File: src/rtl/fifo_write_ctrl_if.sv
// rtl/fifo_write_ctrl_if.sv - producer/read-pointer bundle for the FIFO write-side controller
interface fifo_write_ctrl_if #(
  parameter int ADDR_W = 4
) ();
  logic              wr_en_i;
  logic              ovf_clr_i;
  logic [ADDR_W:0]   rd_ptr_gray_i;
  logic              wr_en_o;
  logic [ADDR_W-1:0] wr_ptr_to_mem;
  logic [ADDR_W:0]   wr_ptr_to_rd_ctrl;
  logic [ADDR_W:0]   wr_ptr_gray_o;
  logic              fifo_full_o;
  logic              fifo_afull_o;
  logic [ADDR_W:0]   wr_level_o;
  logic              overflow_o;

  modport slave (
    input  wr_en_i, ovf_clr_i, rd_ptr_gray_i,
    output wr_en_o, wr_ptr_to_mem, wr_ptr_to_rd_ctrl, wr_ptr_gray_o,
           fifo_full_o, fifo_afull_o, wr_level_o, overflow_o
  );

  modport master (
    output wr_en_i, ovf_clr_i, rd_ptr_gray_i,
    input  wr_en_o, wr_ptr_to_mem, wr_ptr_to_rd_ctrl, wr_ptr_gray_o,
           fifo_full_o, fifo_afull_o, wr_level_o, overflow_o
  );
endinterface

File: src/rtl/fifo_write_ctrl.sv
// rtl/fifo_write_ctrl.sv - async FIFO write pointer, Gray export and conservative full/level flags
module fifo_write_ctrl #(
  parameter int ADDR_W       = 4,
  parameter int AFULL_THRESH = 12,
  parameter int SYNC_STAGES  = 2
) (
  input  logic             clk_i,
  input  logic             rst_n,
  fifo_write_ctrl_if.slave bus
);
  localparam logic [ADDR_W:0] AFULL_V = (ADDR_W + 1)'(AFULL_THRESH);
  localparam logic [ADDR_W:0] PTR_ONE = (ADDR_W + 1)'(1);

  logic [ADDR_W:0] sync_q [SYNC_STAGES];
  logic [ADDR_W:0] rq;
  logic [ADDR_W:0] rd_bin;
  logic [ADDR_W:0] wr_ptr;
  logic [ADDR_W:0] wr_ptr_gray;
  logic [ADDR_W:0] wr_ptr_nxt;
  logic [ADDR_W:0] level;
  logic            full;
  logic            wr_ok;
  logic            ovf;

  always_ff @(posedge clk_i or negedge rst_n) begin
    if (!rst_n) begin
      for (int i = 0; i < SYNC_STAGES; i++) sync_q[i] <= '0;
    end else begin
      sync_q[0] <= bus.rd_ptr_gray_i;
      for (int i = 1; i < SYNC_STAGES; i++) sync_q[i] <= sync_q[i-1];
    end
  end

  assign rq = sync_q[SYNC_STAGES-1];

  // Bit i of the binary value is the XOR of all Gray bits at or above i.
  always_comb begin
    rd_bin = '0;
    for (int i = 0; i <= ADDR_W; i++) rd_bin[i] = ^(rq >> i);
  end

  assign full  = (wr_ptr[ADDR_W] != rd_bin[ADDR_W]) &&
                 (wr_ptr[ADDR_W-1:0] == rd_bin[ADDR_W-1:0]);
  assign level = wr_ptr - rd_bin;
  // Held off during reset so no write strobe reaches memory while state is clearing.
  assign wr_ok = bus.wr_en_i && !full && rst_n;
  assign wr_ptr_nxt = wr_ptr + PTR_ONE;

  always_ff @(posedge clk_i or negedge rst_n) begin
    if (!rst_n) begin
      wr_ptr      <= '0;
      wr_ptr_gray <= '0;
    end else if (wr_ok) begin
      wr_ptr      <= wr_ptr_nxt;
      wr_ptr_gray <= wr_ptr_nxt ^ (wr_ptr_nxt >> 1);
    end
  end

  always_ff @(posedge clk_i or negedge rst_n) begin
    if (!rst_n) begin
      ovf <= 1'b0;
    end else if (bus.wr_en_i && full) begin
      ovf <= 1'b1;
    end else if (bus.ovf_clr_i) begin
      ovf <= 1'b0;
    end
  end

  assign bus.wr_en_o           = wr_ok;
  assign bus.wr_ptr_to_mem     = wr_ptr[ADDR_W-1:0];
  assign bus.wr_ptr_to_rd_ctrl = wr_ptr;
  assign bus.wr_ptr_gray_o     = wr_ptr_gray;
  assign bus.fifo_full_o       = full;
  assign bus.fifo_afull_o      = (level >= AFULL_V);
  assign bus.wr_level_o        = level;
  assign bus.overflow_o        = ovf;
endmodule

File: src/flat_wrapper.sv
// flat-port wrapper written by rule: the top's interface ports become plain ports
module fifo_write_ctrl_flat 
#(
  parameter int ADDR_W       = 4,
  parameter int AFULL_THRESH = 12,
  parameter int SYNC_STAGES  = 2
)
  (clk_i, rst_n, bus_wr_en_i, bus_ovf_clr_i, bus_rd_ptr_gray_i, bus_wr_en_o, bus_wr_ptr_to_mem, bus_wr_ptr_to_rd_ctrl, bus_wr_ptr_gray_o, bus_fifo_full_o, bus_fifo_afull_o, bus_wr_level_o, bus_overflow_o);
  fifo_write_ctrl_if #(.ADDR_W(ADDR_W)) bus_i ();
  input  logic clk_i;
  input  logic rst_n;
  input wire logic [$bits(bus_i.wr_en_i)-1:0] bus_wr_en_i;
  input wire logic [$bits(bus_i.ovf_clr_i)-1:0] bus_ovf_clr_i;
  input wire logic [$bits(bus_i.rd_ptr_gray_i)-1:0] bus_rd_ptr_gray_i;
  output wire logic [$bits(bus_i.wr_en_o)-1:0] bus_wr_en_o;
  output wire logic [$bits(bus_i.wr_ptr_to_mem)-1:0] bus_wr_ptr_to_mem;
  output wire logic [$bits(bus_i.wr_ptr_to_rd_ctrl)-1:0] bus_wr_ptr_to_rd_ctrl;
  output wire logic [$bits(bus_i.wr_ptr_gray_o)-1:0] bus_wr_ptr_gray_o;
  output wire logic [$bits(bus_i.fifo_full_o)-1:0] bus_fifo_full_o;
  output wire logic [$bits(bus_i.fifo_afull_o)-1:0] bus_fifo_afull_o;
  output wire logic [$bits(bus_i.wr_level_o)-1:0] bus_wr_level_o;
  output wire logic [$bits(bus_i.overflow_o)-1:0] bus_overflow_o;
  assign bus_i.wr_en_i = bus_wr_en_i;
  assign bus_i.ovf_clr_i = bus_ovf_clr_i;
  assign bus_i.rd_ptr_gray_i = bus_rd_ptr_gray_i;
  assign bus_wr_en_o = bus_i.wr_en_o;
  assign bus_wr_ptr_to_mem = bus_i.wr_ptr_to_mem;
  assign bus_wr_ptr_to_rd_ctrl = bus_i.wr_ptr_to_rd_ctrl;
  assign bus_wr_ptr_gray_o = bus_i.wr_ptr_gray_o;
  assign bus_fifo_full_o = bus_i.fifo_full_o;
  assign bus_fifo_afull_o = bus_i.fifo_afull_o;
  assign bus_wr_level_o = bus_i.wr_level_o;
  assign bus_overflow_o = bus_i.overflow_o;
  fifo_write_ctrl #(.ADDR_W(ADDR_W), .AFULL_THRESH(AFULL_THRESH), .SYNC_STAGES(SYNC_STAGES)) u_core (.clk_i(clk_i), .rst_n(rst_n), .bus(bus_i));
endmodule
File: config.mk
export PLATFORM = sky130hd
export DESIGN_NAME = fifo_write_ctrl_flat
export DESIGN_NICKNAME = d
export VERILOG_FILES = /design/src/rtl/fifo_write_ctrl_if.sv /design/src/rtl/fifo_write_ctrl.sv /design/src/flat_wrapper.sv
export SDC_FILE = /design/constraint.sdc
export NUM_CORES = 1
export LEC_CHECK = 0
export BUFFER_PORTS_ARGS = -buffer_cell sky130_fd_sc_hd__buf_2
export CAP_MARGIN = 20
export CORE_UTILIZATION = 50
export CTS_BUF_LIST = sky130_fd_sc_hd__clkbuf_4 sky130_fd_sc_hd__clkbuf_8
export DETAILED_ROUTE_END_ITERATION = 10
export PLACE_DENSITY = 0.78
export SLEW_MARGIN = 20
export SYNTH_ARGS = -nofsm -noshare
export SYNTH_HDL_FRONTEND = slang
export SYNTH_SLANG_ARGS = --single-unit
export TNS_END_PERCENT = 20
File: constraint.sdc
create_clock -name clk_i -period 3.41 [get_ports clk_i]
set_input_delay 0.1705 -clock clk_i [delete_from_list [all_inputs] [get_ports clk_i]]
set_output_delay 0.1705 -clock clk_i [all_outputs]
set_load 0.03 [all_outputs]
Word level (Yosys, flattened, before mapping)
Cells that the tools add are included.

cells by class
  multiplexer cells = 2
  order comparisons = 1
  equal/unequal tests = 2
  add/subtract/negate cells = 2
  reduce and logical (&&, ||, !) cells = 11
  bitwise operators = 1

operators by type and width
  kind                   number
  $reduce_xor A5 Y1      5
  $add A5 B1 Y5 const B  1
  $ge A5 B4 Y1 const B   1
  $sub A5 B5 Y5          1
  $xor A5 B4 Y5          1
  $eq A4 B4 Y1           1
  $logic_and A1 B1 Y1    4
  $mux W1                2
  $reduce_bool A2 Y1     1
  $logic_not A1 Y1       1
  $ne A1 B1 Y1           1

storage, ports and cells
  logic and storage cells = 24
  bits of input ports = 9
  bits in registers = 21

Logic depth before layout (Yosys ltp)
  depth in word-level cells = 6
  gate-level depth with buffers = 10

Least setup slack after synthesis
No wires, ideal clock.

  path kind = register -> output
  start point = register u_core.sync_q, in the netlist u_core.rq[4]
  end point = output port bus_fifo_afull_o
  data arrival time = 3.017 ns
  setup slack = 0.222 ns
  data required time = 3.239 ns
  cell stages (with the launch flop) = 10
  path buffers = 0
  cell sequence = dfrtp_1 -> xnor2_2 -> xor2_2 -> xor2_2 -> xnor2_1 -> ha_1 -> fa_1 -> xnor2_1 -> nand2_1 -> o221ai_1

on the way
  word-level cells in the longest chain between the ends = 3
  elaborated cells between the ends (all ways) = 7
  classes of those cells = add/sub (1); order compare (1); reduce/logical (5)

RTL lines
  element                line                   source
  start: declaration     fifo_write_ctrl.sv:14  logic [ADDR_W:0] sync_q [SYNC_STAGES];
  $reduce_xor A5 Y1      fifo_write_ctrl.sv:39  for (int i = 0; i <= ADDR_W; i++) rd_bin[i] = ^(rq >> i);
  $sub A5 B5 Y5 *        fifo_write_ctrl.sv:44  assign level = wr_ptr - rd_bin;
  via bus_wr_level_o[2]  flat_wrapper.sv:21     output wire logic [$bits(bus_i.wr_level_o)-1:0] bus_wr_level_o;
  $ge A5 B4 Y1 *         fifo_write_ctrl.sv:74  assign bus.fifo_afull_o = (level >= AFULL_V);
  end: declaration       flat_wrapper.sv:20     output wire logic [$bits(bus_i.fifo_afull_o)-1:0] bus_fifo_afull_o;

The timed path passes the listed nets; every way through them passes the cells marked *.

Worst setup path in the final report
  start point = register u_core.sync_q, in the netlist u_core.rq[4]
  end point = output port bus_fifo_afull_o

on the way
  word-level cells in the longest chain between the ends = 3
  elaborated cells between the ends (all ways) = 7
  classes of those cells = add/sub (1); order compare (1); reduce/logical (5)

RTL lines
  element            line
  $reduce_xor A5 Y1  fifo_write_ctrl.sv:39
  $sub A5 B5 Y5 *    fifo_write_ctrl.sv:44
  $ge A5 B4 Y1 *     fifo_write_ctrl.sv:74

Mark *: on every way between the ends. The rest lies on a longest branch, timed or not.

==> results_dict.tcl <==
set metrics [dict create \
    run_status "complete, no violations" \
    nets 147 \
    yosysMostFrequentCell "dfrtp_1" \
    placed_cell_area_um2 1190 \
    grt-busiest-layer "met2" \
    synth-edff-count 0 \
    synth_area_leaders "dfrtp_1 (48%), xnor2_1 (7.5%), ha_1 (6.0%), xor2_1 (5.0%), inv_1 (3.9%)" \
    layout-drive-gt1-share 0.313 \
    syn-cell-area_um2 1050 \
    synth-seq-cells 20 \
    gr-usage-met2 0.324 \
    cts.sinks 20 \
    setup_viol 0 \
    die_w_um 47.7 \
    hp-class "input port to register" \
    syn_inst 97 \
    clock_latency_ns 0.29 \
    cp.required_ns 3.24 \
    syn2layout_area_growth_pct 25.1 \
    grt_usage 0.192 \
    synth-async-reset-ratio 1.00 \
    syn_nets 112 \
    synth.distinct_cells 27 \
    fp-row-count 16 \
    critPathBufInv 2 \
    numPortBuffers 31 \
    coreArea_um2 1960 \
    dieArea_um2 2280 \
    fmax_ghz 0.310 \
    vias 748 \
    synth_common_cells "dfrtp_1 (20), inv_1 (11), nand2_1 (9), xnor2_1 (9), xor2_1 (6)" \
    finalInstanceArea_um2 1310 \
    critPathMaxStageDelay_ns 0.45 \
    die_y_um 47.7 \
    fin_crit_ns 3.23 \
    avgSynthCellArea_um2 10.8 \
    max-clock-path-buffers 2 \
    initial_utilization 0.533 \
    synth_area_leader_cell "dfrtp_1" \
    clkTransAtPathRegs_ns 0.11 \
    grt_start_max_net_pins 22 \
    place.detailed.hpwl_um 1420 \
    wl_per_cell_um 11.9 \
    tightest_slew_ns 0.558 \
    gp_congestion 0.790 \
    critPathSlowestCell "dfrtp_1" \
    whs_ns 0.0807 \
    ioPinCount 32 \
    finalHoldViolCount 0 \
    cp-end-kind "output port" \
    drt_wl_total_um 1890 \
    antenna_cells 0 \
    dominantRegCellSynth "dfrtp_1" \
    yosys_warnings 0 \
    cp_max_fo 3 \
    met3_usage 0.0340 \
    crit_family "XOR/XNOR gates" \
    cts_buffers 3 \
    drc 0 \
    yosysTopAreaCellShare 0.478 \
    cts_root_buf "clkbuf_4" \
    finalNonFillerCells 158 \
    grt_pass1_wl_um 2940 \
    htree_levels 1 \
    grt_overflow 0 \
    antenna_found_initial 0 \
    yosysSeqAreaShare 0.478 \
    met1_usage 0.244 \
    dr.pass1.iters 3 \
    maxSlewViolCount 0 \
    tns_ns 0 \
    cts_setup_buffers 0 \
    first_global_vias 678 \
    cp_cell_sequence "xnor2_2, xor2_2, xor2_2, xnor2_1, ha_1, fa_1, xnor2_2, inv_1, a211o_1, o221ai_1, buf_2" \
    antenna_left 0 \
    finClkSkew_ns 0.00254 \
    cts_tree "done" \
    fillers 162 \
    critPathKind "register to output port" \
    max_slew_margin 0.628 \
    worstPathArrival_ns 3.06 \
    worstSetupStartpointType "register" \
    first_iter_violations 7 \
    vias_per_cell 4.73 \
    dp.cells 148 \
    max-cap-violations 0 \
    fin_crit_sh 0.946 \
]
state kept, by name, summed over array words and instances (netlist names):
signal	cells
u_core.rq	5
u_core.bus.overflow_o	1
u_core.bus.wr_ptr_to_rd_ctrl	5
u_core.sync_q	5
u_core.bus.wr_ptr_gray_o	4
what timing repair did:
action | in CTS | in global routing
hold buffers | 6 | 0
endpoints found under the hold margin | 25 | 0
gates resized for setup | 0 | 1
endpoints found under the setup margin | 0 | 1
cell usage in the layout, fill, tap and decap left out, types with 2 or more instances in the layout:
cell type	Yosys	routed
nor2b_1	2	2
xnor2_1	9	8
dfrtp_1	20	20
o21ai_1	3	3
nor2_1	4	4
nand2_1	9	9
nand4_1	2	2
xor2_1	6	6
dlygate4sd3_1	0	6
o21ai_0	5	5
inv_1	11	11
clkbuf_4	0	3
ha_1	5	5
xor2_2	2	2
buf_2	1	31
xnor2_2	1	2
layer usage:
metal	vias up	wire length [um]
met3	4	69
met5	-	0
met1	351	815
met4	0	29
li1	372	-
met2	21	974
layout make-up:
type	instances	area, um^2	share of cell area
Clock buffer	3	22.5	0.0172
Clock inverter	1	30.0	0.0229
Inverter	11	41.3	0.0315
Multi-Input combinational cell	59	465	0.356
Sequential cell	20	500	0.382
Tap cell	27	33.8	0.0258
Timing Repair Buffer	37	215	0.164
kinds of logic after synthesis:
| family | count (synthesis) | synth area share |
|---|---|---|
| DFF | 20 | 0.478 |
| and+or+nand+nor | 20 | 0.0873 |
| AOI/OAI and AO/OA | 14 | 0.0885 |
| adders and majority gates | 6 | 0.0789 |
| xor gates and xnor gates | 18 | 0.172 |
| muxes | 1 | 0.0108 |
| buffers and inverters | 18 | 0.0837 |
per-stage QoR:
step,utilization,setup slack [ns]
floorplan,-,0.222
global placement,0.606,0.679
detailed placement,0.606,0.495
CTS,0.663,0.164
global route,0.667,-0.0168
finish,0.667,0.184
path summary, 6_finish.rpt:
check / from / endpoint / slack [ns] / depth (start not counted)
max: u_core.rq[4] / bus_fifo_afull_o / 0.18 / 11
min: bus_ovf_clr_i / u_core.bus.overflow_o / 0.08 / 2
max reg2reg: u_core.rq[4] / u_core.bus.wr_ptr_to_rd_ctrl[1] / 0.76 / 8
min reg2reg: u_core.sync_q[5] / u_core.rq[0] / 0.36 / 0
max in group asynchronous: rst_n / u_core.bus.wr_ptr_to_rd_ctrl[1] / 2.77 / 2
min in group asynchronous: rst_n / u_core.sync_q[6] / 0.34 / 2
Power is left out: the tool's default activity adds up to more than one toggle a clock period on the data nets, which glitch-free logic cannot reach.
